## src/rtl/game_pkg.sv

```systemverilog
// rtl/game_pkg.sv - shared colour constants, colour type and sizing helper
package game_pkg;

    typedef logic [2:0] color_t;

    localparam color_t BLACK   = 3'b000;
    localparam color_t RED     = 3'b100;
    localparam color_t GREEN   = 3'b010;
    localparam color_t BLUE    = 3'b001;
    localparam color_t YELLOW  = 3'b110;
    localparam color_t MAGENTA = 3'b101;
    localparam color_t CYAN    = 3'b011;
    localparam color_t WHITE   = 3'b111;

    // Counter width for a modulus of n, never narrower than one bit.
    function automatic int clog2_min1(input int n);
        return (n <= 2) ? 1 : $clog2(n);
    endfunction

endpackage

```

## src/rtl/layer_compositor_if.sv

```systemverilog
// rtl/layer_compositor_if.sv - pixel, configuration and composited-output bundle
interface layer_compositor_if #(
    parameter int NUM_LAYERS = 4,
    parameter int COLOR_W    = 3
);
    localparam int SEL_W = $clog2(NUM_LAYERS + 1);

    logic [NUM_LAYERS*COLOR_W-1:0] layer_color_i;
    logic                          pix_valid_i;
    logic                          frame_start_i;
    logic                          cfg_wr_i;
    logic [NUM_LAYERS-1:0]         cfg_en_i;
    logic [NUM_LAYERS-1:0]         cfg_blink_i;
    logic [COLOR_W-1:0]            cfg_bg_i;
    logic [COLOR_W-1:0]            color_o;
    logic [SEL_W-1:0]              layer_sel_o;
    logic                          overlap_o;
    logic                          pix_valid_o;

    modport master (
        output layer_color_i, pix_valid_i, frame_start_i,
        output cfg_wr_i, cfg_en_i, cfg_blink_i, cfg_bg_i,
        input  color_o, layer_sel_o, overlap_o, pix_valid_o
    );

    modport slave (
        input  layer_color_i, pix_valid_i, frame_start_i,
        input  cfg_wr_i, cfg_en_i, cfg_blink_i, cfg_bg_i,
        output color_o, layer_sel_o, overlap_o, pix_valid_o
    );

endinterface

```

## src/rtl/layer_prio_enc.sv

```systemverilog
// rtl/layer_prio_enc.sv - lowest-index priority encoder with overlap detect
module layer_prio_enc #(
    parameter int NUM_LAYERS = 4,
    parameter int SEL_W      = $clog2(NUM_LAYERS + 1)
) (
    input  logic [NUM_LAYERS-1:0] visible_i,
    output logic [SEL_W-1:0]      sel_o,
    output logic                  overlap_o
);

    logic seen;

    // sel_o == NUM_LAYERS means no layer is visible (background).
    always_comb begin
        sel_o     = SEL_W'(NUM_LAYERS);
        overlap_o = 1'b0;
        seen      = 1'b0;
        for (int k = 0; k < NUM_LAYERS; k++) begin
            if (visible_i[k]) begin
                if (!seen) begin
                    sel_o = SEL_W'(k);
                end else begin
                    overlap_o = 1'b1;
                end
                seen = 1'b1;
            end
        end
    end

endmodule

```

## src/rtl/layer_compositor.sv

```systemverilog
// rtl/layer_compositor.sv - two-stage layer compositor with frame-synchronous config
module layer_compositor
    import game_pkg::*;
#(
    parameter int                    NUM_LAYERS  = 4,
    parameter int                    COLOR_W     = 3,
    parameter logic [COLOR_W-1:0]    TRANSPARENT = '0,
    parameter int                    BLINK_HALF  = 30,
    parameter logic [NUM_LAYERS-1:0] RESET_EN    = '1
) (
    input logic         clk,
    input logic         rst,
    layer_compositor_if.slave bus
);

    localparam int SEL_W = $clog2(NUM_LAYERS + 1);
    localparam int CNT_W = clog2_min1(BLINK_HALF);
    localparam logic [CNT_W-1:0] CNT_LAST = CNT_W'(BLINK_HALF - 1);

    logic [NUM_LAYERS-1:0] shadow_en_q, shadow_en_d;
    logic [NUM_LAYERS-1:0] shadow_blink_q, shadow_blink_d;
    logic [COLOR_W-1:0]    shadow_bg_q, shadow_bg_d;
    logic [NUM_LAYERS-1:0] active_en_q, active_en_d;
    logic [NUM_LAYERS-1:0] active_blink_q, active_blink_d;
    logic [COLOR_W-1:0]    active_bg_q, active_bg_d;
    logic [CNT_W-1:0]      frame_cnt_q, frame_cnt_d;
    logic                  blink_phase_q, blink_phase_d;

    logic [NUM_LAYERS*COLOR_W-1:0] s1_color_q;
    logic [NUM_LAYERS-1:0]         s1_vis_q, s1_vis_d;
    logic [COLOR_W-1:0]            s1_bg_q;
    logic                          s1_valid_q;

    logic [COLOR_W-1:0] out_color_q, out_color_d;
    logic [SEL_W-1:0]   out_sel_q, out_sel_d;
    logic               out_overlap_q, out_overlap_d;
    logic               out_valid_q;

    logic [SEL_W-1:0]   win_sel;
    logic               win_overlap;

    // Stage 1 looks at the post-edge active config so a frame_start update
    // already applies to the pixel presented on that same edge.
    always_comb begin
        shadow_en_d    = shadow_en_q;
        shadow_blink_d = shadow_blink_q;
        shadow_bg_d    = shadow_bg_q;
        active_en_d    = active_en_q;
        active_blink_d = active_blink_q;
        active_bg_d    = active_bg_q;
        frame_cnt_d    = frame_cnt_q;
        blink_phase_d  = blink_phase_q;
        if (bus.cfg_wr_i) begin
            shadow_en_d    = bus.cfg_en_i;
            shadow_blink_d = bus.cfg_blink_i;
            shadow_bg_d    = bus.cfg_bg_i;
        end
        if (bus.frame_start_i) begin
            active_en_d    = shadow_en_q;
            active_blink_d = shadow_blink_q;
            active_bg_d    = shadow_bg_q;
            if (frame_cnt_q == CNT_LAST) begin
                frame_cnt_d   = '0;
                blink_phase_d = ~blink_phase_q;
            end else begin
                frame_cnt_d = frame_cnt_q + 1'b1;
            end
        end
        for (int k = 0; k < NUM_LAYERS; k++) begin
            s1_vis_d[k] = active_en_d[k]
                        & ~(active_blink_d[k] & blink_phase_d)
                        & (bus.layer_color_i[k*COLOR_W +: COLOR_W] != TRANSPARENT);
        end
    end

    layer_prio_enc #(
        .NUM_LAYERS (NUM_LAYERS),
        .SEL_W      (SEL_W)
    ) u_prio (
        .visible_i  (s1_vis_q),
        .sel_o      (win_sel),
        .overlap_o  (win_overlap)
    );

    always_comb begin
        out_color_d   = s1_bg_q;
        out_sel_d     = win_sel;
        out_overlap_d = win_overlap;
        for (int k = 0; k < NUM_LAYERS; k++) begin
            if (win_sel == SEL_W'(k)) begin
                out_color_d = s1_color_q[k*COLOR_W +: COLOR_W];
            end
        end
        if (!s1_valid_q) begin
            out_color_d   = '0;
            out_sel_d     = SEL_W'(NUM_LAYERS);
            out_overlap_d = 1'b0;
        end
    end

    always_ff @(posedge clk or posedge rst) begin
        if (rst) begin
            shadow_en_q    <= RESET_EN;
            shadow_blink_q <= '0;
            shadow_bg_q    <= '0;
            active_en_q    <= RESET_EN;
            active_blink_q <= '0;
            active_bg_q    <= '0;
            frame_cnt_q    <= '0;
            blink_phase_q  <= 1'b0;
            s1_color_q     <= '0;
            s1_vis_q       <= '0;
            s1_bg_q        <= '0;
            s1_valid_q     <= 1'b0;
            out_color_q    <= '0;
            out_sel_q      <= '0;
            out_overlap_q  <= 1'b0;
            out_valid_q    <= 1'b0;
        end else begin
            shadow_en_q    <= shadow_en_d;
            shadow_blink_q <= shadow_blink_d;
            shadow_bg_q    <= shadow_bg_d;
            active_en_q    <= active_en_d;
            active_blink_q <= active_blink_d;
            active_bg_q    <= active_bg_d;
            frame_cnt_q    <= frame_cnt_d;
            blink_phase_q  <= blink_phase_d;
            s1_color_q     <= bus.layer_color_i;
            s1_vis_q       <= s1_vis_d;
            s1_bg_q        <= active_bg_d;
            s1_valid_q     <= bus.pix_valid_i;
            out_color_q    <= out_color_d;
            out_sel_q      <= out_sel_d;
            out_overlap_q  <= out_overlap_d;
            out_valid_q    <= s1_valid_q;
        end
    end

    assign bus.color_o     = out_color_q;
    assign bus.layer_sel_o = out_sel_q;
    assign bus.overlap_o   = out_overlap_q;
    assign bus.pix_valid_o = out_valid_q;

endmodule

```

## src/flat_wrapper.sv

```systemverilog
// flat-port wrapper written by rule: the top's interface ports become plain ports
module layer_compositor_flat import game_pkg::*;
#(
    parameter int                    NUM_LAYERS  = 4,
    parameter int                    COLOR_W     = 3,
    parameter logic [COLOR_W-1:0]    TRANSPARENT = '0,
    parameter int                    BLINK_HALF  = 30,
    parameter logic [NUM_LAYERS-1:0] RESET_EN    = '1
)
  (clk, rst, bus_layer_color_i, bus_pix_valid_i, bus_frame_start_i, bus_cfg_wr_i, bus_cfg_en_i, bus_cfg_blink_i, bus_cfg_bg_i, bus_color_o, bus_layer_sel_o, bus_overlap_o, bus_pix_valid_o);
  layer_compositor_if #(.NUM_LAYERS(NUM_LAYERS), .COLOR_W(COLOR_W)) bus_i ();
  input logic clk;
  input logic rst;
  input wire logic [$bits(bus_i.layer_color_i)-1:0] bus_layer_color_i;
  input wire logic [$bits(bus_i.pix_valid_i)-1:0] bus_pix_valid_i;
  input wire logic [$bits(bus_i.frame_start_i)-1:0] bus_frame_start_i;
  input wire logic [$bits(bus_i.cfg_wr_i)-1:0] bus_cfg_wr_i;
  input wire logic [$bits(bus_i.cfg_en_i)-1:0] bus_cfg_en_i;
  input wire logic [$bits(bus_i.cfg_blink_i)-1:0] bus_cfg_blink_i;
  input wire logic [$bits(bus_i.cfg_bg_i)-1:0] bus_cfg_bg_i;
  output wire logic [$bits(bus_i.color_o)-1:0] bus_color_o;
  output wire logic [$bits(bus_i.layer_sel_o)-1:0] bus_layer_sel_o;
  output wire logic [$bits(bus_i.overlap_o)-1:0] bus_overlap_o;
  output wire logic [$bits(bus_i.pix_valid_o)-1:0] bus_pix_valid_o;
  assign bus_i.layer_color_i = bus_layer_color_i;
  assign bus_i.pix_valid_i = bus_pix_valid_i;
  assign bus_i.frame_start_i = bus_frame_start_i;
  assign bus_i.cfg_wr_i = bus_cfg_wr_i;
  assign bus_i.cfg_en_i = bus_cfg_en_i;
  assign bus_i.cfg_blink_i = bus_cfg_blink_i;
  assign bus_i.cfg_bg_i = bus_cfg_bg_i;
  assign bus_color_o = bus_i.color_o;
  assign bus_layer_sel_o = bus_i.layer_sel_o;
  assign bus_overlap_o = bus_i.overlap_o;
  assign bus_pix_valid_o = bus_i.pix_valid_o;
  layer_compositor #(.NUM_LAYERS(NUM_LAYERS), .COLOR_W(COLOR_W), .TRANSPARENT(TRANSPARENT), .BLINK_HALF(BLINK_HALF), .RESET_EN(RESET_EN)) u_core (.clk(clk), .rst(rst), .bus(bus_i));
endmodule
```

## config.mk

```make
export PLATFORM = sky130hd
export DESIGN_NAME = layer_compositor_flat
export DESIGN_NICKNAME = d
export VERILOG_FILES = /design/src/rtl/game_pkg.sv /design/src/rtl/layer_compositor_if.sv /design/src/rtl/layer_prio_enc.sv /design/src/rtl/layer_compositor.sv /design/src/flat_wrapper.sv
export SDC_FILE = /design/constraint.sdc
export NUM_CORES = 1
export LEC_CHECK = 0
export CAP_MARGIN = 10
export CORE_ASPECT_RATIO = 0.9
export CORE_MARGIN = 4
export CORE_UTILIZATION = 40
export DETAILED_ROUTE_END_ITERATION = 10
export PLACE_DENSITY = 0.71
export SLEW_MARGIN = 10
export SYNTH_ARGS = -nofsm -noshare
export SYNTH_HDL_FRONTEND = slang
export SYNTH_HIERARCHICAL = 1
export SYNTH_SLANG_ARGS = --single-unit
```

## constraint.sdc

```tcl
create_clock -name clk -period 2.6 [get_ports clk]
set_clock_uncertainty 0.15 [all_clocks]
set_input_delay 0.26 -clock clk [delete_from_list [all_inputs] [get_ports clk]]
set_output_delay 0.26 -clock clk [all_outputs]
set_load 0.01 [all_outputs]
```

==> impl_metrics.json <==
{
  "switching_share": 0.291,
  "path_buf_inv": 0,
  "startpoint": "u_core/s1_vis_q[3]",
  "clkTransAtPathRegs_ps": 90,
  "cts_sinks": 53,
  "maxCapViolations": 0,
  "tightest_slew_ps": 694,
  "slew_headroom": 0.536,
  "num_vias": 1281,
  "dp.cells": 255,
  "initial_core_util": 0.427,
  "critPathMaxFanout": 8,
  "fin_area_um2": 2640,
  "pwr-share-seq": 0.539,
  "grt_pass1_vias": 1429,
  "power_frac_clock": 0.217,
  "drive_gt1_frac": 0.232,
  "drt_iter0_drc": 23,
  "postCtsSetupBuffers": 0,
  "ios": 36,
  "avgSynthCellArea_um2": 13.6,
  "rrSetupSlack_ps": 800,
  "worst_path_largest_cell_delay_ps": 620,
  "grt_usage": 0.130,
  "synth_cell_types": 30,
  "hold_viol_final": 0,
  "cts_hold_buf": 0,
  "cts-root-buf": "clkbuf_8",
  "drt-total-wl_um": 3910,
  "layout_min_cycle_time_ps": 1800,
  "die_w_um": 85.1,
  "area_growth_syn_to_layout_pct": 23.4,
  "final_nets": 227,
  "die_h_um": 77.4,
  "syn_nets": 187,
  "ys_ff_latch": 53,
  "r2r_start": "u_core/s1_vis_q[3]",
  "routed_via_density": 4.87,
  "yosys_warnings": 6,
  "fillCellCount": 430,
  "grt_setup_unrepaired": "false",
  "finalCritPeriodShare": 0.693,
  "ys_seq_area_frac": 0.625,
  "gp_congestion": 0.767,
  "cp_slowest_cell": "nor4_2",
  "intPower_w": 0.00143,
  "synth_area_um2": 2140,
  "rr_endpoint": "u_core/bus.color_o[2]",
  "path_cells": "nor4_2, nand2b_1, o21ai_0, o21a_1",
  "power-per-cell-area_nw_per_um2": 762,
  "hold_path_class": "primary input to asynchronous set/reset pin",
  "clockBufferDepth": 2,
  "fin_tns_setup_ps": 0,
  "diodes": 0,
  "dpl.hpwl_um": 2900,
  "drc": 0,
  "core_area_um2": 5010,
  "clk_latency_ps": 300,
  "place_area_um2": 2560,
  "cp-start-kind": "register",
  "dr.pass1.iters": 4,
  "critPathTopFamily": "simple AND/OR/NAND/NOR gates",
  "final_cells": 263,
  "wl_per_cell_um": 14.9,
  "status": "complete, no violations",
  "ff2ff_path_depth": 4,
  "antenna_found_initial": 0,
  "cts_resized": 0,
  "cts_tree": "done",
  "core.rowCount": 24,
  "vdd_drop_max_mv": 0.406,
  "p_total_w": 0.00201,
  "power.leakage_nw": 1.11,
  "critPathKind": "register to register",
  "crit_required_ps": 2650,
  "grt_max_degree": 37,
  "dieArea_um2": 6580,
  "grt_overflow": 0,
  "p_switching_w": 0.000586,
  "cts_max_level": 2,
  "clock.fmax_ghz": 0.555,
  "holdWs_ps": 236,
  "drv_slew": 0,
  "cts_buffers": 5,
  "grt_pass1_wl_um": 6700,
  "cp_data_arrival_time_ps": 1850,
  "endpoint_kind": "register",
  "postRouteAntennaNets": 0,
  "synth_cells": 157,
  "portBuffers": 35,
  "setup_viol": 0,
  "comb_power_share": 0.244
}
-- metrics by stage --
step	utilization	setup WS [ps]
global placement	0.510	700
floorplan	-	917
CTS	0.526	778
finish	0.526	798
detailed placement	0.510	635
global route	0.526	607
-- cells by family (layout without fill, tap and decap cells) --
| family | after synthesis | after routing | synth area share |
|---|---|---|---|
| flip-flops | 53 | 53 | 0.625 |
| AO/OA/AOI/OAI | 19 | 19 | 0.0678 |
| buffers and inverters | 14 | 55 | 0.0363 |
| adder cells (fa/ha/maj) | 2 | 2 | 0.0117 |
| AND/OR/NAND/NOR | 36 | 36 | 0.0965 |
| multiplexers | 29 | 29 | 0.147 |
| XOR/XNOR | 4 | 4 | 0.0164 |
-- cell usage after synthesis (all sizes together) --
master	n	share of area
dfrtp	45	0.53
mux2	19	0.10
mux2i	10	0.047
dfstp	8	0.098
inv	7	0.012
nor2	7	0.012
buf	6	0.022
nand2	6	0.011
a211oi	5	0.027
nor4	5	0.018
o21ai	5	0.012
nor3	4	0.0094
o31ai	4	0.014
and2	3	0.0088
nand2b	3	0.0088
nor2b	3	0.0088
o21a	3	0.011
a21oi	2	0.0047
ha	2	0.012
nand4	2	0.0058
xnor2	2	0.0082
xor2	2	0.0082
and2b	1	0.0035
clkbuf	1	0.0018
nand3	1	0.0082
or2	1	0.0029
-- cell usage in the layout, fill, tap and decap left out, drive strengths merged --
master / n
nand2b: 3
nor4: 5
a211oi: 5
clkinv: 2
inv: 7
and2b: 1
clkbuf: 6
xor2: 2
nand3: 1
nor2: 7
dfrtp: 45
nor2b: 3
o21ai: 5
buf: 5
a21oi: 2
or2: 1
o21a: 3
nand4: 2
mux2i: 10
dfstp: 8
and2: 3
nor3: 4
mux2: 19
nand2: 6
clkdlybuf4s50: 35
xnor2: 2
ha: 2
o31ai: 4
-- final cells by class --
cell class              instances  area [um^2]  area share
clock inverters                 2         10.0     0.00379
well taps                      65         81.3      0.0308
flip-flops and latches         53         1340       0.506
inverters                       7         26.3     0.00995
multi-input cells              90          726       0.275
clock buffers                   6         72.6      0.0275
repair buffers                 40          388       0.147
-- state kept, by name, summed over array words and instances (netlist names) --
| name | count |
|---|---|
| u_core/shadow_blink_q | 4 |
| u_core/shadow_en_q | 4 |
| u_core/bus.overlap_o | 1 |
| u_core/active_en_q | 4 |
| u_core/blink_phase_q | 1 |
| u_core/active_blink_q | 4 |
| u_core/shadow_bg_q | 3 |
| u_core/s1_vis_q | 4 |
| u_core/bus.layer_sel_o | 3 |
| u_core/s1_color_q | 12 |
| u_core/bus.pix_valid_o | 1 |
| u_core/frame_cnt_q | 5 |
| u_core/bus.color_o | 3 |
| u_core/s1_valid_q | 1 |
| u_core/s1_bg_q | 3 |
-- power groups by stage --
stage / registers [W] / clock network [W] / logic, W
after floorplan: 0.00108 / 0 / 0.000332
after global placement: 0.00109 / 0 / 0.000473
after detailed placement: 0.00110 / 0 / 0.000496
after CTS: 0.00108 / 0.000450 / 0.000499
after global routing: 0.00111 / 0.000489 / 0.000544
final: 0.00108 / 0.000436 / 0.000491
-- metal layers --
layer,global-route usage,vias up,wire [um]
li1,-,621,-
met1,0.162,631,1720
met2,0.207,24,1920
met3,0.0403,5,209
met4,0.0570,0,63
met5,0,-,0
-- worst max-delay path by stage --
stage / end / cells after the start
after detailed placement: u_core/s1_vis_q[0] / 5
after floorplan: u_core/active_blink_q[0] / 1
after CTS: u_core/bus.color_o[2] / 4
after global placement: u_core/s1_vis_q[3] / 5
final: u_core/bus.color_o[2] / 4
after global routing: u_core/bus.color_o[1] / 4
(Power assumes the default switching activity.)
